### config.mk
export PLATFORM = sky130hd
export DESIGN_NAME = order_request_arbiter_flat
export DESIGN_NICKNAME = d
export VERILOG_FILES = /design/src/rtl/om_arb_pkg.sv /design/src/rtl/order_request_arbiter_if.sv /design/src/rtl/rr_picker.sv /design/src/rtl/order_request_arbiter.sv /design/src/flat_wrapper.sv
export SDC_FILE = /design/constraint.sdc
export NUM_CORES = 1
export LEC_CHECK = 0
export CAP_MARGIN = 30
export CORE_MARGIN = 10
export CORE_UTILIZATION = 44
export CTS_CLUSTER_SIZE = 40
export DETAILED_ROUTE_END_ITERATION = 12
export PLACE_DENSITY = 0.93
export RECOVER_POWER = 25
export SLEW_MARGIN = 20
export SYNTH_ARGS = -nofsm -noshare
export SYNTH_HDL_FRONTEND = slang
export SYNTH_SLANG_ARGS = --single-unit
### constraint.sdc
create_clock -name clk -period 4.7 [get_ports clk]
set_clock_uncertainty 0.05 [all_clocks]
set_input_delay 0.94 -clock clk [delete_from_list [all_inputs] [get_ports clk]]
set_output_delay 0.94 -clock clk [all_outputs]
set_load 0.005 [all_outputs]
### src/rtl/om_arb_pkg.sv
// Shared encodings for the order-request arbiter: order manager states, arbiter FSM states
// and completion status codes.
package om_arb_pkg;

  typedef enum logic [3:0] {
    OmIdle         = 4'd0,
    OmRiskCheck    = 4'd1,
    OmPrepareOrder = 4'd2,
    OmSendOrder    = 4'd3,
    OmAwaitingFill = 4'd4,
    OmFilled       = 4'd5,
    OmRejected     = 4'd6
  } om_state_e;

  typedef enum logic [1:0] {
    StIdle     = 2'd0,
    StWaitDone = 2'd1,
    StDrain    = 2'd2
  } arb_state_e;

  localparam logic [1:0] DONE_FILLED   = 2'b01;
  localparam logic [1:0] DONE_REJECTED = 2'b10;
  localparam logic [1:0] DONE_TIMEOUT  = 2'b11;

  // Requester index width; never zero so single-bit indices stay legal.
  function automatic int unsigned idx_w(input int unsigned n);
    return (n > 1) ? $clog2(n) : 1;
  endfunction

endpackage

### src/rtl/order_request_arbiter_if.sv
// Requester-side and order-manager-side signals of the arbiter, bundled with modports.
interface order_request_arbiter_if
  import om_arb_pkg::*;
#(
  parameter int unsigned NUM_REQ = 4,
  parameter int unsigned QTY_W   = 32
) ();

  localparam int unsigned IdxW = idx_w(NUM_REQ);

  logic [NUM_REQ-1:0]       req_valid;
  logic [NUM_REQ*QTY_W-1:0] req_qty;
  logic [NUM_REQ*8-1:0]     req_side;
  logic [NUM_REQ-1:0]       req_ready;

  logic [3:0]               om_state;
  logic                     om_trade_signal;
  logic [QTY_W-1:0]         om_trade_qty;
  logic [7:0]               om_trade_side;

  logic                     done_valid;
  logic [IdxW-1:0]          done_id;
  logic [1:0]               done_status;

  modport master (
    output req_valid, req_qty, req_side, om_state,
    input  req_ready, om_trade_signal, om_trade_qty, om_trade_side,
    input  done_valid, done_id, done_status
  );

  modport slave (
    input  req_valid, req_qty, req_side, om_state,
    output req_ready, om_trade_signal, om_trade_qty, om_trade_side,
    output done_valid, done_id, done_status
  );

endinterface

### src/rtl/rr_picker.sv
// Combinational round-robin search: first set request at or above ptr, wrapping around.
module rr_picker
  import om_arb_pkg::*;
#(
  parameter int unsigned NUM_REQ = 4
) (
  input  logic [NUM_REQ-1:0]          req,
  input  logic [idx_w(NUM_REQ)-1:0]   ptr,
  output logic [NUM_REQ-1:0]          grant,
  output logic [idx_w(NUM_REQ)-1:0]   idx,
  output logic                        any_valid
);

  localparam int unsigned IdxW = idx_w(NUM_REQ);

  int unsigned     cand;
  logic [IdxW-1:0] cand_idx;

  always_comb begin
    grant     = '0;
    idx       = '0;
    any_valid = 1'b0;
    cand      = 0;
    cand_idx  = '0;
    for (int unsigned i = 0; i < NUM_REQ; i++) begin
      cand     = (32'(ptr) + i) % NUM_REQ;
      cand_idx = IdxW'(cand);
      if (!any_valid && req[cand_idx]) begin
        any_valid       = 1'b1;
        idx             = cand_idx;
        grant[cand_idx] = 1'b1;
      end
    end
  end

endmodule

### src/rtl/order_request_arbiter.sv
// Round-robin arbiter sharing one order-manager transaction path among NUM_REQ strategies,
// tracking each issued trade to fill, reject or watchdog timeout.
module order_request_arbiter
  import om_arb_pkg::*;
#(
  parameter int unsigned NUM_REQ        = 4,
  parameter int unsigned QTY_W          = 32,
  parameter int unsigned TIMEOUT_CYCLES = 64
) (
  input  logic                  clk,
  input  logic                  rstn,
  input  logic                  enable,
  order_request_arbiter_if.slave bus,
  output logic                  busy,
  output logic [31:0]           grant_count,
  output logic [31:0]           timeout_count
);

  localparam int unsigned IdxW   = idx_w(NUM_REQ);
  localparam int unsigned TimerW = $clog2(TIMEOUT_CYCLES);

  arb_state_e       state_q;
  logic [IdxW-1:0]  ptr_q;
  logic [IdxW-1:0]  owner_q;
  logic [TimerW-1:0] timer_q;
  logic             trade_signal_q;
  logic [QTY_W-1:0] trade_qty_q;
  logic [7:0]       trade_side_q;
  logic             done_valid_q;
  logic [IdxW-1:0]  done_id_q;
  logic [1:0]       done_status_q;
  logic [31:0]      grant_count_q;
  logic [31:0]      timeout_count_q;

  logic [NUM_REQ-1:0] pick_grant;
  logic [IdxW-1:0]    pick_idx;
  logic               pick_any;
  logic               grant_ok;
  logic [QTY_W-1:0]   qty_sel;
  logic [7:0]         side_sel;

  rr_picker #(
    .NUM_REQ (NUM_REQ)
  ) u_picker (
    .req       (bus.req_valid),
    .ptr       (ptr_q),
    .grant     (pick_grant),
    .idx       (pick_idx),
    .any_valid (pick_any)
  );

  // The winner is always valid, so an asserted ready is itself the transfer.
  assign grant_ok = (state_q == StIdle) && enable && (bus.om_state == OmIdle) && pick_any;

  always_comb begin
    qty_sel  = '0;
    side_sel = '0;
    for (int unsigned i = 0; i < NUM_REQ; i++) begin
      if (pick_idx == IdxW'(i)) begin
        qty_sel  = bus.req_qty[i*QTY_W +: QTY_W];
        side_sel = bus.req_side[i*8 +: 8];
      end
    end
  end

  always_ff @(posedge clk or negedge rstn) begin
    if (!rstn) begin
      state_q         <= StIdle;
      ptr_q           <= '0;
      owner_q         <= '0;
      timer_q         <= '0;
      trade_signal_q  <= 1'b0;
      trade_qty_q     <= '0;
      trade_side_q    <= '0;
      done_valid_q    <= 1'b0;
      done_id_q       <= '0;
      done_status_q   <= '0;
      grant_count_q   <= '0;
      timeout_count_q <= '0;
    end else begin
      trade_signal_q <= 1'b0;
      done_valid_q   <= 1'b0;
      case (state_q)
        StIdle: begin
          if (grant_ok) begin
            owner_q        <= pick_idx;
            trade_qty_q    <= qty_sel;
            trade_side_q   <= side_sel;
            trade_signal_q <= 1'b1;
            grant_count_q  <= grant_count_q + 32'd1;
            ptr_q          <= (pick_idx == IdxW'(NUM_REQ - 1)) ? '0 : pick_idx + IdxW'(1);
            timer_q        <= '0;
            state_q        <= StWaitDone;
          end
        end
        StWaitDone: begin
          timer_q <= timer_q + TimerW'(1);
          if (bus.om_state == OmFilled) begin
            done_valid_q  <= 1'b1;
            done_id_q     <= owner_q;
            done_status_q <= DONE_FILLED;
            state_q       <= StDrain;
          end else if (bus.om_state == OmRejected) begin
            done_valid_q  <= 1'b1;
            done_id_q     <= owner_q;
            done_status_q <= DONE_REJECTED;
            state_q       <= StDrain;
          end else if (timer_q == TimerW'(TIMEOUT_CYCLES - 1)) begin
            done_valid_q    <= 1'b1;
            done_id_q       <= owner_q;
            done_status_q   <= DONE_TIMEOUT;
            timeout_count_q <= timeout_count_q + 32'd1;
            state_q         <= StIdle;
          end
        end
        StDrain: begin
          if (bus.om_state == OmIdle) begin
            state_q <= StIdle;
          end
        end
        default: state_q <= StIdle;
      endcase
    end
  end

  assign bus.req_ready       = grant_ok ? pick_grant : '0;
  assign bus.om_trade_signal = trade_signal_q;
  assign bus.om_trade_qty    = trade_qty_q;
  assign bus.om_trade_side   = trade_side_q;
  assign bus.done_valid      = done_valid_q;
  assign bus.done_id         = done_id_q;
  assign bus.done_status     = done_status_q;
  assign busy                = (state_q != StIdle);
  assign grant_count         = grant_count_q;
  assign timeout_count       = timeout_count_q;

endmodule

### src/flat_wrapper.sv
// flat-port wrapper written by rule: the top's interface ports become plain ports
module order_request_arbiter_flat import om_arb_pkg::*;
#(
  parameter int unsigned NUM_REQ        = 4,
  parameter int unsigned QTY_W          = 32,
  parameter int unsigned TIMEOUT_CYCLES = 64
)
  (clk, rstn, enable, busy, grant_count, timeout_count, bus_req_valid, bus_req_qty, bus_req_side, bus_om_state, bus_req_ready, bus_om_trade_signal, bus_om_trade_qty, bus_om_trade_side, bus_done_valid, bus_done_id, bus_done_status);
  order_request_arbiter_if #(.NUM_REQ(NUM_REQ), .QTY_W(QTY_W)) bus_i ();
  input  logic clk;
  input  logic rstn;
  input  logic enable;
  output logic busy;
  output logic [31:0] grant_count;
  output logic [31:0] timeout_count;
  input wire logic [$bits(bus_i.req_valid)-1:0] bus_req_valid;
  input wire logic [$bits(bus_i.req_qty)-1:0] bus_req_qty;
  input wire logic [$bits(bus_i.req_side)-1:0] bus_req_side;
  input wire logic [$bits(bus_i.om_state)-1:0] bus_om_state;
  output wire logic [$bits(bus_i.req_ready)-1:0] bus_req_ready;
  output wire logic [$bits(bus_i.om_trade_signal)-1:0] bus_om_trade_signal;
  output wire logic [$bits(bus_i.om_trade_qty)-1:0] bus_om_trade_qty;
  output wire logic [$bits(bus_i.om_trade_side)-1:0] bus_om_trade_side;
  output wire logic [$bits(bus_i.done_valid)-1:0] bus_done_valid;
  output wire logic [$bits(bus_i.done_id)-1:0] bus_done_id;
  output wire logic [$bits(bus_i.done_status)-1:0] bus_done_status;
  assign bus_i.req_valid = bus_req_valid;
  assign bus_i.req_qty = bus_req_qty;
  assign bus_i.req_side = bus_req_side;
  assign bus_i.om_state = bus_om_state;
  assign bus_req_ready = bus_i.req_ready;
  assign bus_om_trade_signal = bus_i.om_trade_signal;
  assign bus_om_trade_qty = bus_i.om_trade_qty;
  assign bus_om_trade_side = bus_i.om_trade_side;
  assign bus_done_valid = bus_i.done_valid;
  assign bus_done_id = bus_i.done_id;
  assign bus_done_status = bus_i.done_status;
  order_request_arbiter #(.NUM_REQ(NUM_REQ), .QTY_W(QTY_W), .TIMEOUT_CYCLES(TIMEOUT_CYCLES)) u_core (.clk(clk), .rstn(rstn), .enable(enable), .bus(bus_i), .busy(busy), .grant_count(grant_count), .timeout_count(timeout_count));
endmodule
==> results of run 1 <==
-- metal layers --
layer,routed length [um],vias up,global-route usage (%)
li1,-,3152,-
met1,8880,3254,23.9
met2,12700,323,38.7
met3,2420,32,8.97
met4,424,0,6.62
met5,0,-,0
-- critical path: cells and delay by family --
family                 cells  cell delay, ns
AOI/OAI and AO/OA          3            0.71
buffers and inverters      2            1.08
muxes                      1            0.61
and+or+nand+nor            1            0.28
-- per-stage QoR --
step	setup WS, ns	instances	hold WS (ns)	cell area, um^2	util (%)
2_1_floorplan	0.746	736	0.394	6890	-
3_3_place_gp	0.185	1194	0.406	9920	65.0
3_5_place_dp	0.00357	1194	0.409	9920	65.0
4_1_cts	0.104	1226	0.247	10500	69.1
5_1_grt	0.00606	1229	0.255	10500	69.1
6_report	0.0809	1229	0.262	10500	69.1
-- cell families (layout without fill, tap and decap cells) --
family / after synthesis / after routing / share of synthesized area [%]
buffers and inverters: 68 / 347 / 4.34
and+or+nand+nor: 291 / 291 / 22.8
xor gates and xnor gates: 65 / 65 / 8.27
adders and majority gates: 14 / 14 / 2.54
AOI/OAI and AO/OA: 168 / 168 / 15.9
muxes: 8 / 8 / 1.78
DFF: 122 / 122 / 44.3
other: 0 / 3 / 0
-- state kept, by name (all words and copies together) (netlist names), 2 cells and up --
signal,count
u_core.bus.done_status,2
u_core.timer_q,6
u_core.grant_count,32
u_core.state_q,2
u_core.bus.done_id,2
u_core.bus.om_trade_qty,32
u_core.bus.om_trade_side,8
u_core.ptr_q,2
u_core.owner_q,2
u_core.timeout_count,32
-- report_power, final --
part	internal (W)	switching (W)	total [W]
Clock	0.000876	0.000482	0.00136
Combinational	0.000728	0.000789	0.00152
Sequential	0.00114	0.0000648	0.00120
Total	0.00274	0.00134	0.00408
-- cell type report --
type                            count  area share [%]
Inverter                           17           0.606
Multi-Input combinational cell    546            33.9
Timing Repair Buffer              298            28.2
Clock buffer                       22            4.50
Antenna cell                        3          0.0712
Sequential cell                   122            29.0
Clock inverter                     10            1.33
Tap cell                          211            2.51
-- final timing paths --
check / to / slack [ns] / cells after the start
max: bus_req_ready[2] / 0.08 / 7
min: u_core.timeout_count[11]$_DFFE_PN0P_ / 0.26 / 1
max reg2reg: u_core.bus.om_trade_qty[2]$_DFFE_PN0P_ / 0.58 / 13
min reg2reg: u_core.timeout_count[31]$_DFFE_PN0P_ / 0.42 / 1
max in group asynchronous: u_core.ptr_q[1]$_DFFE_PN0P_ / 1.01 / 2
min in group clk: u_core.timeout_count[31]$_DFFE_PN0P_ / 0.42 / 1
-- timing repair --
item | in CTS | in global routing
endpoints found under the setup margin | 4 | 4
hold endpoints to repair | 0 | 0
setup buffers | 0 | 0
hold buffers | 0 | 0
resized for setup | 2 | 1
-- layout by cell type, fill, tap and decap left out, types with 12 or more instances in the layout --
| cell type | count |
|---|---|
| clkbuf_16 | 17 |
| nor2b_1 | 43 |
| nand3_1 | 19 |
| nor2_1 | 27 |
| o21ai_0 | 52 |
| inv_1 | 16 |
| nand2_1 | 88 |
| xnor2_1 | 36 |
| a221oi_1 | 40 |
| a21oi_1 | 51 |
| nor3_2 | 12 |
| xor2_1 | 29 |
| nor3_1 | 46 |
| clkdlybuf4s50_1 | 284 |
| nand4_1 | 14 |
| dfrtp_1 | 121 |
==> results.ini, run 1 <==
[sta]
rsz0062_at_grt = false
min_period_ns = 4.62
worstMarginPinSlew_ns = 2.98
setup_violations = 0
final.setup.tns_ns = 0
drv_slew = 121
max_freq_mhz = 216
maxSlewHeadroom_pct = -98.5
fin_crit_sh_pct = 98.3
hold_viol = 0

[critical_path]
cp_max_fo = 11
critPathSlowestCell = mux4_2
cp-startpoint = bus_req_valid[1]
worstPathArrival_ns = 3.63
reg2reg_from = u_core.ptr_q[1]$_DFFE_PN0P_
cp-start-kind = input pin
max_stage_delay_ns = 0.61
path_class = input pin to output pin
cpMostUsedCell = clkdlybuf4s50_1
endpoint_kind = output pin
crit_required_ns = 3.71
path_cells = clkdlybuf4s50_1, mux4_2, or2_1, a2111oi_4, a22oi_1, a21oi_1, clkdlybuf4s50_1

[cells_and_area]
fillCellCount = 1097
nets = 1187
multi_input_area_um2 = 3570
drive_above_1_share_pct = 7.98
synthToLayoutAreaGrowth_pct = 53.0
regArea_um2 = 3050

[floorplanning]
die_h_um = 145
die_area_um2 = 21100
start_util_pct = 45.1
io-pin-count = 286
core_area_um2 = 15300
die_w_um = 145
rows = 45

[synthesis]
synthTopCellsByCount = dfrtp_1, nand2_1, o21ai_0, a21oi_1, nor3_1
synth_nets = 921
synth_edf_count = 0
syn_avg_cell_area_um2 = 9.36
syn_inst = 736
synth.distinct_cells = 54
ys_seq_area_share_pct = 44.3
synth_top_area_share_pct = 44.3
yosysWarnings = 0
synth_most_common_cell = dfrtp_1
ys_ff_latch = 122
synth_top_cell_by_area = dfrtp_1
synthFlopType = dfrtp_1
syn_area_um2 = 6890
synth_area_leaders = dfrtp_1, a221oi_1, nand2_1
ys_async_sr_fraction_pct = 100

[routing]
num_vias = 6761
drt-initial-drc-count = 506
drtAntennaViolNets = 0
avgRoutedWirePerCell_um = 19.9
route.detailed.drc = 0
finalWirelength_um = 24400
drt_first_pass_iters = 7
via_per_inst = 5.50

[clock_tree]
cts_num_sinks = 122
cts_tree = done
clk_latency_ns = 0.42
cts-htree-levels = 4
cts_buffer_depth = 2
cts-root-buf = clkbuf_16
cts_inserted_buffers = 17
path_clk_slew_ns = 0.05

[power_and_ir_drop]
p_leak_nw = 4.35
peakVddDrop_uv = 258
p_total_w = 0.00408
cellPowerDensity_nw_per_um2 = 387

[hold_path]
hold_class = input pin to async pin

[global_routing]
grt-ovfl-total = 0
grt_pass1_vias = 6765
grt_antenna_before_repair = 3
grt_max_degree = 121
grt_first_pass_wirelength_um = 37700
track_usage_pct = 22.1

[flow_run]
maxCapViolations = 1

[placed_design]
place_hpwl_um = 18500
place_congestion = 0.884
port_buffers = 285

[status]
outcome = finished, violations left
violations = capacitance limit, slew limit

No activity file was read; power rests on OpenSTA's default activity.
==> run 2: changes to the inputs <==
--- a/config.mk
+++ b/config.mk
@@ -6,13 +6,14 @@
 export NUM_CORES = 1
 export LEC_CHECK = 0
 export CAP_MARGIN = 30
+export CELL_PAD_IN_SITES_DETAIL_PLACEMENT = 1
+export CELL_PAD_IN_SITES_GLOBAL_PLACEMENT = 1
 export CORE_MARGIN = 10
-export CORE_UTILIZATION = 44
+export CORE_UTILIZATION = 32
 export CTS_CLUSTER_SIZE = 40
 export DETAILED_ROUTE_END_ITERATION = 12
 export PLACE_DENSITY = 0.93
 export RECOVER_POWER = 25
-export SLEW_MARGIN = 20
 export SYNTH_ARGS = -nofsm -noshare
 export SYNTH_HDL_FRONTEND = slang
 export SYNTH_SLANG_ARGS = --single-unit
==> run 2 against run 1 <==
Effect of this change:
- the flow still finishes with violations (capacitance limit, slew limit)
- combinational power rose by 3%
- final cell count rose by 5.5%
- die area rose by 32%
- total power rose by 1.0%
- critical path depth did not move
- via count fell by 0.25%
- first-iteration DRC count fell by 48%
- worst hold slack improved by 0.16 ns
- setup slack improved by 0.14 ns
- count of clock-buffer cells in the layout fell by 2
- maximum frequency rose by 3.0%
- largest cell class unchanged
==> results.ini, run 2 (synthesis results as in run 1) <==
[global_routing]
grt_antenna_before_repair = 1  ; was 3
grt_max_degree = 69  ; was 121
grt_pass1_vias = 7515  ; was 6765
track_usage_pct = 19.4  ; was 22.1%
grt-ovfl-total = 0  ; unchanged
grt_first_pass_wirelength_um = 43300  ; was 37700 um

[sta]
fin_crit_sh_pct = 95.4  ; was 98.3%
min_period_ns = 4.48  ; was 4.62 ns
final.setup.tns_ns = 0  ; unchanged
rsz0062_at_grt = false  ; unchanged
worstMarginPinSlew_ns = 3.20  ; was 2.98 ns
maxSlewHeadroom_pct = -114  ; was -98.5%
drv_slew = 55  ; was 121
max_freq_mhz = 223  ; was 216 MHz
hold_viol = 0  ; unchanged
setup_violations = 0  ; unchanged

[routing]
finalWirelength_um = 27500  ; was 24400 um
num_vias = 6744  ; was 6761
avgRoutedWirePerCell_um = 21.2  ; was 19.9 um
drtAntennaViolNets = 0  ; unchanged
route.detailed.drc = 0  ; unchanged
via_per_inst = 5.20  ; was 5.50
drt_first_pass_iters = 4  ; was 7
drt-initial-drc-count = 262  ; was 506

[status]
violations = capacitance limit, slew limit  ; unchanged
outcome = finished, violations left  ; unchanged

[power_and_ir_drop]
p_total_w = 0.00412  ; was 0.00408 W
p_leak_nw = 4.37  ; was 4.35 nW
cellPowerDensity_nw_per_um2 = 387  ; about the same
peakVddDrop_uv = 222  ; was 258 uV

[cells_and_area]
drive_above_1_share_pct = 8.53  ; was 7.98%
fillCellCount = 2349  ; was 1097
nets = 1192  ; was 1187
final_cells = 1296  ; was 1229
final_common_cell = clkdlybuf4s50_1  ; unchanged
final_core_util_pct = 50.5  ; was 69.1%
synthToLayoutAreaGrowth_pct = 54.7  ; was 53.0%
multi_input_area_um2 = 3570  ; unchanged
mostFrequentLayoutCells = clkdlybuf4s50_1, dfrtp_1, nand2_1  ; unchanged
regArea_um2 = 3050  ; about the same

[clock_tree]
hold_buffers = 0  ; unchanged
cts_buffer_depth = 2  ; unchanged
cts_num_sinks = 122  ; unchanged
cts-htree-levels = 4  ; unchanged
cts_tree = done  ; unchanged
cts_inserted_buffers = 17  ; unchanged
clk_latency_ns = 0.41  ; was 0.42 ns
cts-root-buf = clkbuf_16  ; unchanged
post_cts_buffers = 0  ; unchanged
post_cts_resized = 0  ; was 2
path_clk_slew_ns = 0.06  ; was 0.05 ns

[hold_path]
hold_class = flop to flop  ; was input pin to async pin

[placed_design]
place_hpwl_um = 21600  ; was 18500 um
place_congestion = 0.842  ; was 0.884
dp_cells = 1263  ; was 1194
port_buffers = 285  ; unchanged

[critical_path]
cp-start-kind = input pin  ; unchanged
cp_max_fo = 7  ; was 11
crit_required_ns = 3.71  ; about the same
endpoint_kind = output pin  ; unchanged
worstPathArrival_ns = 3.49  ; was 3.63 ns
path_class = input pin to output pin  ; unchanged

[floorplanning]
die_area_um2 = 27800  ; was 21100 um^2
io-pin-count = 286  ; unchanged
die_h_um = 167  ; was 145 um
start_util_pct = 32.7  ; was 45.1%
rows = 53  ; was 45
core_area_um2 = 21100  ; was 15300 um^2
die_w_um = 167  ; was 145 um

[flow_run]
maxCapViolations = 1  ; unchanged

==> run 2: critical path, stage by stage <==
cell             delay, ns
clkdlybuf4s50_1       0.49
mux4_2                0.59
or2_1                 0.29
a2111oi_4             0.31
a22oi_1               0.12
a21oi_1               0.21
clkdlybuf4s50_1       0.54
==> run 2: path summary, 6_finish.rpt <==
kind,slack [ns],to,cells after the start,startpoint
setup / recovery,0.22,bus_req_ready[3],7,bus_req_valid[2]
hold / removal,0.43,u_core.grant_count[31]$_DFFE_PN0P_,1,u_core.grant_count[31]$_DFFE_PN0P_
setup reg to reg,0.95,u_core.bus.om_trade_qty[19]$_DFFE_PN0P_,13,u_core.ptr_q[0]$_DFFE_PN0P_
hold reg to reg,0.43,u_core.grant_count[31]$_DFFE_PN0P_,1,u_core.grant_count[31]$_DFFE_PN0P_
max in group asynchronous,1.24,u_core.bus.om_trade_qty[29]$_DFFE_PN0P_,1,rstn
min in group asynchronous,1.52,u_core.timeout_count[12]$_DFFE_PN0P_,1,rstn
==> run 2: final cells by class <==
type | instances | area share [%]
Antenna cell | 1 | 0.0235
Clock buffer | 20 | 4.38
Timing Repair Buffer | 303 | 28.3
Sequential cell | 122 | 28.7
Multi-Input combinational cell | 546 | 33.5
Tap cell | 275 | 3.23
Inverter | 17 | 0.599
Clock inverter | 12 | 1.29
==> run 2: power by group <==
group / total (W) / switching [W] / leakage (nW) / internal (W)
sequential: 0.00120 / 0.0000625 / 1.62 / 0.00113
combinational: 0.00157 / 0.000826 / 2.47 / 0.000744
clock: 0.00135 / 0.000522 / 0.293 / 0.000829
==> run 2: per-stage QoR <==
stage          hold slack (ns)  setup slack (ns)  instance area, um^2
2_1_floorplan            0.394             0.746                 6890
3_3_place_gp             0.407             0.270                10000
3_5_place_dp             0.418             0.133                10000
4_1_cts                  0.430            0.0797                10600
5_1_grt                  0.453            0.0695                10700
6_report                 0.426             0.217                10700
==> run 2: layer usage <==
layer,GRT usage [%],vias to the layer above,part of all wire [%]
met5,0,-,0
met3,7.84,28,8.5
met1,20.4,3331,38
met2,35.5,228,52
met4,4.09,0,1.6
li1,-,3157,-
